--- config.mk ---
export PLATFORM = sky130hd
export DESIGN_NAME = stream_demux_n
export DESIGN_NICKNAME = d
export VERILOG_FILES = /design/src/rtl/stream_demux_n.sv
export SDC_FILE = /design/constraint.sdc
export NUM_CORES = 1
export LEC_CHECK = 0
export CAP_MARGIN = 5
export CORE_ASPECT_RATIO = 1.1
export CORE_UTILIZATION = 40
export DETAILED_ROUTE_END_ITERATION = 10
export PLACE_DENSITY_LB_ADDON = 0.12
export SYNTH_ARGS = -nofsm -noshare
export SYNTH_HDL_FRONTEND = slang
export SYNTH_SLANG_ARGS = --single-unit
--- constraint.sdc ---
create_clock -name clk -period 2.55 [get_ports clk]
set_input_delay 0.51 -clock clk [delete_from_list [all_inputs] [get_ports clk]]
set_output_delay 0.51 -clock clk [all_outputs]
set_load 0.005 [all_outputs]
--- src/rtl/stream_demux_n.sv ---
// stream_demux_n: registered 1:NUM_CH stream demultiplexer with packet-locked
// routing, valid/ready handshake and a saturating drop counter for beats whose
// select is out of range.
// Optional per-channel drain counters are enabled by `define STREAM_DEMUX_BEAT_CNT_EN.
module stream_demux_n #(
  parameter int unsigned NUM_CH = 16,
  parameter int unsigned SEL_W  = 4,
  parameter int unsigned DATA_W = 8,
  parameter int unsigned CNT_W  = 8
) (
  input  logic              clk,
  input  logic              rst_n,
  input  logic              in_valid,
  output logic              in_ready,
  input  logic [DATA_W-1:0] in_data,
  input  logic [SEL_W-1:0]  in_sel,
  input  logic              in_last,
  output logic [NUM_CH-1:0] out_valid,
  input  logic [NUM_CH-1:0] out_ready,
  output logic [DATA_W-1:0] out_data,
  output logic              out_last,
  output logic              busy,
  output logic [CNT_W-1:0]  drop_cnt
`ifdef STREAM_DEMUX_BEAT_CNT_EN
  ,
  input  logic                    cnt_clr,
  output logic [NUM_CH*CNT_W-1:0] beat_cnt
`else
  // no beat counter ports in this build
`endif
);

  localparam logic [0:0]       STATE_IDLE = 1'b0;
  localparam logic [0:0]       STATE_PKT  = 1'b1;
  localparam logic [SEL_W:0]   NUM_CH_L   = (SEL_W+1)'(NUM_CH);
  localparam logic [CNT_W-1:0] DROP_MAX   = {CNT_W{1'b1}};

  logic [0:0]        state_q,     state_d;
  logic [SEL_W-1:0]  sel_q,       sel_d;
  logic [NUM_CH-1:0] out_valid_q, out_valid_d;
  logic [DATA_W-1:0] out_data_q,  out_data_d;
  logic              out_last_q,  out_last_d;
  logic [CNT_W-1:0]  drop_cnt_q,  drop_cnt_d;

  logic [SEL_W-1:0]  eff_sel_c;
  logic              in_range_c;
  logic [NUM_CH-1:0] sel_onehot_c;
  logic              hold_full_c;
  logic              drain_c;
  logic              accept_c;

  // Hold register is full iff one channel valid is set; out_valid is one-hot,
  // so the drain handshake is just the OR of the per-channel handshakes.
  assign hold_full_c = |out_valid_q;
  assign drain_c     = |(out_valid_q & out_ready);
  assign in_ready    = !hold_full_c || drain_c;
  assign accept_c    = in_valid && in_ready;

  // Effective select: live in_sel at packet start, locked select mid-packet.
  always_comb begin
    eff_sel_c    = (state_q == STATE_PKT) ? sel_q : in_sel;
    in_range_c   = ({1'b0, eff_sel_c} < NUM_CH_L);
    sel_onehot_c = '0;
    for (int unsigned k = 0; k < NUM_CH; k++) begin
      sel_onehot_c[k] = (eff_sel_c == SEL_W'(k));
    end
  end

  // Next-state: packet-lock FSM, hold register load/drain, drop counter.
  always_comb begin
    state_d     = state_q;
    sel_d       = sel_q;
    out_valid_d = out_valid_q;
    out_data_d  = out_data_q;
    out_last_d  = out_last_q;
    drop_cnt_d  = drop_cnt_q;

    if (drain_c) begin
      out_valid_d = '0;
    end

    if (accept_c) begin
      if (in_range_c) begin
        out_valid_d = sel_onehot_c;
        out_data_d  = in_data;
        out_last_d  = in_last;
      end else if (drop_cnt_q != DROP_MAX) begin
        drop_cnt_d = drop_cnt_q + CNT_W'(1);
      end

      case (state_q)
        STATE_IDLE: begin
          if (!in_last) begin
            state_d = STATE_PKT;
            sel_d   = in_sel;
          end
        end
        STATE_PKT: begin
          if (in_last) begin
            state_d = STATE_IDLE;
          end
        end
        default: state_d = STATE_IDLE;
      endcase
    end
  end

  // State and output registers.
  always_ff @(posedge clk or negedge rst_n) begin
    if (!rst_n) begin
      state_q     <= STATE_IDLE;
      sel_q       <= '0;
      out_valid_q <= '0;
      out_data_q  <= '0;
      out_last_q  <= 1'b0;
      drop_cnt_q  <= '0;
    end else begin
      state_q     <= state_d;
      sel_q       <= sel_d;
      out_valid_q <= out_valid_d;
      out_data_q  <= out_data_d;
      out_last_q  <= out_last_d;
      drop_cnt_q  <= drop_cnt_d;
    end
  end

  assign out_valid = out_valid_q;
  assign out_data  = out_data_q;
  assign out_last  = out_last_q;
  assign busy      = (state_q == STATE_PKT);
  assign drop_cnt  = drop_cnt_q;

`ifdef STREAM_DEMUX_BEAT_CNT_EN
  logic [NUM_CH*CNT_W-1:0] beat_cnt_q, beat_cnt_d;

  // Per-channel drain counters; clear wins over a same-cycle increment.
  always_comb begin
    beat_cnt_d = beat_cnt_q;
    for (int unsigned k = 0; k < NUM_CH; k++) begin
      if (cnt_clr) begin
        beat_cnt_d[k*CNT_W +: CNT_W] = '0;
      end else if (out_valid_q[k] && out_ready[k]) begin
        beat_cnt_d[k*CNT_W +: CNT_W] = beat_cnt_q[k*CNT_W +: CNT_W] + CNT_W'(1);
      end
    end
  end

  // Beat counter register.
  always_ff @(posedge clk or negedge rst_n) begin
    if (!rst_n) begin
      beat_cnt_q <= '0;
    end else begin
      beat_cnt_q <= beat_cnt_d;
    end
  end

  assign beat_cnt = beat_cnt_q;
`else
  // beat counters absent in this build
`endif

endmodule

# Yosys cells after proc, flatten, opt, wreduce, memory -nomap -nowiden
# Index checks and enable logic that the tools add are counted.
[word_totals]
regBits = 30
in_bits = 32
wordCells = 35
out_inout_bits = 35
[classes]
mux = 4
n_eq_ne = 15
n_reduce_logical = 8
bitwise_logic = 3
[ops]
columns = ["cell", "n"]
rows = [
  ["equality test 4 bit (second input constant)", 8],
  ["two-way mux 16 bit", 2],
  ["OR reduction 16 bit", 2],
  ["AND 16 bit", 1],
  ["equality test 4 x 3 -> 1 bit (second input constant)", 4],
  ["equality test 4 x 2 -> 1 bit (second input constant)", 2],
  ["equality test 4 x 1 -> 1 bit (second input constant)", 1],
  ["zero test 4 bit", 1],
  ["two-way mux 4 bit", 1],
  ["AND reduction 3 bit", 1],
  ["inverter 1 bit", 2],
  ["nonzero test 2 bit", 1],
  ["logical AND 1 bit", 1],
  ["zero test 1 bit", 1],
  ["logical OR 1 bit", 1],
  ["two-way mux 1 bit", 1],
]

# Depth between registers and ports, before layout
[depth]
depth_word = 5
depth_mapped = 6
ltp_nobuf = 5

# Least setup slack after synthesis
# No wires, ideal clock.
[synth_path]
path_kind = "input to register"
from = "input out_ready[6]"
to = "register out_data_q[0], in the netlist out_data[0]"
setup_time_ps = 125
required_time_ps = 2425
cell_stages = 5
n_path_buf = 0
arrival_time_ps = 1861
path_slack_ps = 564
path_cell_list = "a22o_1 > a221oi_2 > nand4_4 > o21ai_4 > mux2_4"
[synth_between]
elab_chain_cells = 4
[synth_lines]
columns = ["element", "line", "text"]
rows = [
  ["start: declaration", "19", "input logic [NUM_CH-1:0] out_ready,"],
  ["AND 16 bit", "55", "assign drain_c = |(out_valid_q & out_ready);"],
  ["OR reduction 16 bit", "55", ""],
  ["logical OR 1 bit", "56", "assign in_ready = !hold_full_c || drain_c;"],
  ["logical AND 1 bit", "57", "assign accept_c = in_valid && in_ready;"],
  ["end signal: assignment", "121", "out_data_q <= out_data_d;"],
  ["end: declaration", "41", "logic [DATA_W-1:0] out_data_q, out_data_d;"],
]
# No other way between the ends.
# A chain may end at the register's enable or synchronous reset.

# Final worst setup path
[layout_path]
from = "input out_ready[6]"
to = "output in_ready"
[layout_between]
elab_chain_cells = 3
[layout_lines]
columns = ["element", "line", "text"]
rows = [
  ["AND 16 bit", "55", ""],
  ["OR reduction 16 bit", "55", ""],
  ["logical OR 1 bit", "56", ""],
  ["end: declaration", "14", "output logic in_ready,"],
]
# No other way between the ends.

==> impl_metrics.tcl <==
set metrics [dict create \
    fin_ws_ns 0.0594 \
    diodes 0 \
    finClkSkew_ns 0.00459 \
    layout.nets 215 \
    wl_per_cell_um 16.6 \
    min_period_ns 2.49 \
    design.portCount 67 \
    synth_warnings 0 \
    drv_cap 0 \
    syn-cell-area_um2 1510 \
    overflow 0 \
    drv_slew 0 \
    cts_buffer_depth 2 \
    antenna_found_initial 0 \
    synth_fa_ha_area_share_pct 0 \
    arrival_ns 1.98 \
    fmax_ghz 0.402 \
    gp_congestion 0.782 \
    hp-class "flip-flop to flip-flop" \
    end_kind "output pin" \
    setup_viol 0 \
    crit_type "input pin to output pin" \
    worstSetupStartpointType "input pin" \
    area_growth_pct 52.3 \
    rsz0062_at_grt "false" \
    clkTransAtPathRegs_ns 0.06 \
    intPower_uw 2780 \
    synth_xor_area_share_pct 0 \
    dieArea_um2 4020 \
    status "complete, no violations" \
    cts_tree "done" \
    cts_made_buffers 5 \
    row_count 23 \
    grt_usage_pct 21.0 \
    p_comb_share_pct 65.3 \
    worst-endpoint-required_ns 2.04 \
    hold_viol 0 \
    vias_per_cell 5.41 \
    synth-simple-area-share_pct 7.55 \
    clk_latency_ns 0.29 \
    synth_top_family_by_area "compound AO/OA/AOI/OAI gates" \
    path_max_fanout 2 \
    p_sw_share_pct 38.9 \
    power_uw 4540 \
    grt_max_degree 31 \
    fin_setup_tns_ns 0 \
    synth.avg_cell_area_um2 12.8 \
    drtIter0Drc 47 \
    die_h_um 66.4 \
    pwr-share-clk_pct 13.2 \
    fp.dieW_um 60.5 \
    ys_seq_area_share_pct 49.8 \
    drc_errors 0 \
    drtPass1Iterations 6 \
    ys_types 33 \
    synth_mux_area_share_pct 12.5 \
    finalCritPeriodShare_pct 97.7 \
    place_ws_ns -0.249 \
    totalWireLength_um 3880 \
    leakage_uw 0.000971 \
    grt_pass1_wl_um 6200 \
    hpwlAfterDp_um 2860 \
    syn_inst 118 \
    numPortBuffers 58 \
    hold_buffers 0 \
    clockRootBuffer "clkbuf_8" \
    synth-compound-area-share_pct 23.7 \
    drive_above_1_share_pct 17.4 \
    vias 1266 \
    ir_worst_vdd_mv 1.23 \
    cts.sinks 30 \
    postCtsSetupBuffers 0 \
    final_core_util_pct 63.3 \
    initial_core_util_pct 41.6 \
    share_seq_of_total_power_pct 21.5 \
    p_sw_uw 1770 \
    grt_pass1_vias 1303 \
    core_area_um2 3630 \
    p_per_area_nw_per_um2 1980 \
    ys_ff_latch 30 \
    htreeDepth 2 \
    postRouteAntennaNets 0 \
]
layout by cell type (no fill, tap or decap), types with 2 or more instances in the layout:
master           instances
nor4_1                   4
bufinv_16                2
a221oi_2                 4
mux2_4                   9
buf_4                    4
dfrtp_1                 30
mux2i_1                  2
mux2_1                   3
o2bb2ai_1               16
a22o_1                   4
inv_1                    4
conb_1                   8
clkdlybuf4s50_1         57
nor3_1                   3
nand2_1                  3
clkbuf_8                 6
nor2_1                   4
o211ai_1                 3
power groups by stage:
stage	Sequential [uW]	Combinational (uW)	Clock, uW
finish	974	2970	602
global route	1010	3170	626
CTS	972	2970	610
detailed placement	974	2930	0
global placement	960	2890	0
floorplan	925	1770	0
through the flow:
stage	hold slack [ns]	instances	instance area (um2)
floorplan	0.214	125	1530
global placement	0.490	226	2150
detailed placement	0.492	226	2150
CTS	0.508	234	2300
global route	0.511	234	2300
finish	0.504	234	2300
registers in the layout, summed over array words and instances, names as in the netlist:
| register | cells |
|---|---|
| out_data | 8 |
| busy | 1 |
| out_last | 1 |
| sel_q | 4 |
| out_valid | 16 |
path summary, 6_finish.rpt:
check	startpoint	end	slack, ns	cells after the start
hold reg to reg	out_data[4]$_DFFE_PN0P_	out_data[4]$_DFFE_PN0P_	0.50	1
setup reg to reg	out_valid[7]$_DFFE_PN0P_	sel_q[3]$_DFFE_PN0P_	0.55	6
max in group asynchronous	rst_n	out_data[7]$_DFFE_PN0P_	1.66	2
hold / removal	out_data[4]$_DFFE_PN0P_	out_data[4]$_DFFE_PN0P_	0.50	1
setup / recovery	out_ready[6]	in_ready	0.06	6
min in group asynchronous	rst_n	out_valid[5]$_DFFE_PN0P_	0.61	2
cells in the mapped netlist:
cell type | number | area [um2]
o21ai_4 | 1 | 16.3
a31oi_1 | 1 | 6.26
mux2i_1 | 2 | 20.0
a21oi_1 | 1 | 5.00
a32o_1 | 1 | 10.0
o2bb2ai_1 | 16 | 140
o221ai_1 | 1 | 8.76
mux2_4 | 9 | 135
or2_2 | 1 | 6.26
nor2_1 | 4 | 15.0
nand3_1 | 1 | 5.00
clkbuf_1 | 2 | 7.51
a221oi_2 | 4 | 60.1
nor3_1 | 3 | 15.0
o21ai_0 | 1 | 5.00
dfrtp_1 | 30 | 751
o211ai_1 | 3 | 22.5
a22o_1 | 4 | 35.0
and3_1 | 1 | 6.26
nand4_4 | 1 | 21.3
nor4_1 | 4 | 25.0
o211ai_2 | 1 | 12.5
nand2_1 | 3 | 11.3
mux2_1 | 3 | 33.8
o32ai_1 | 1 | 8.76
buf_2 | 2 | 10.0
a21oi_2 | 1 | 8.76
o32a_1 | 1 | 10.0
buf_4 | 8 | 60.1
conb_1 | 1 | 3.75
a32oi_1 | 1 | 8.76
inv_1 | 4 | 15.0
and4_1 | 1 | 8.76
logic make-up (layout without fill, tap and decap cells):
family                 Yosys count  count (layout)
buffers and inverters           16              75
multiplexers                    14              14
AND/OR/NAND/NOR                 19              19
flip-flops                      30              30
AO/OA/AOI/OAI                   38              38
other                            1               8
layer usage:
layer	global-route usage [%]	wire length (um)	part of all wire, %
met2	34.1	1940	50
met5	0	0	0
met1	25.8	1630	42
met3	5.09	240	6.2
met4	9.94	74	1.9
worst max-delay path, stage by stage:
cell             delay [ns]
clkdlybuf4s50_1        0.40
a22o_1                 0.24
a221oi_2               0.26
nand4_4                0.13
or2_4                  0.24
clkdlybuf4s15_2        0.21
area by class of cell:
class | count | area (um2)
clock inverter | 2 | 60.1
fill | 311 | 1330
tap | 50 | 62.6
sequential | 30 | 751
inverter | 4 | 15.0
multi-input combinational | 79 | 693
clock buffer | 6 | 82.6
timing repair buffer | 63 | 632
timing repair:
| action | in CTS | in global routing |
|---|---|---|
| gates resized for setup | 4 | 0 |
| setup endpoints to repair | 1 | 0 |
| endpoints found under the hold margin | 0 | 0 |
Note: power is estimated with default switching activity, not from simulation.
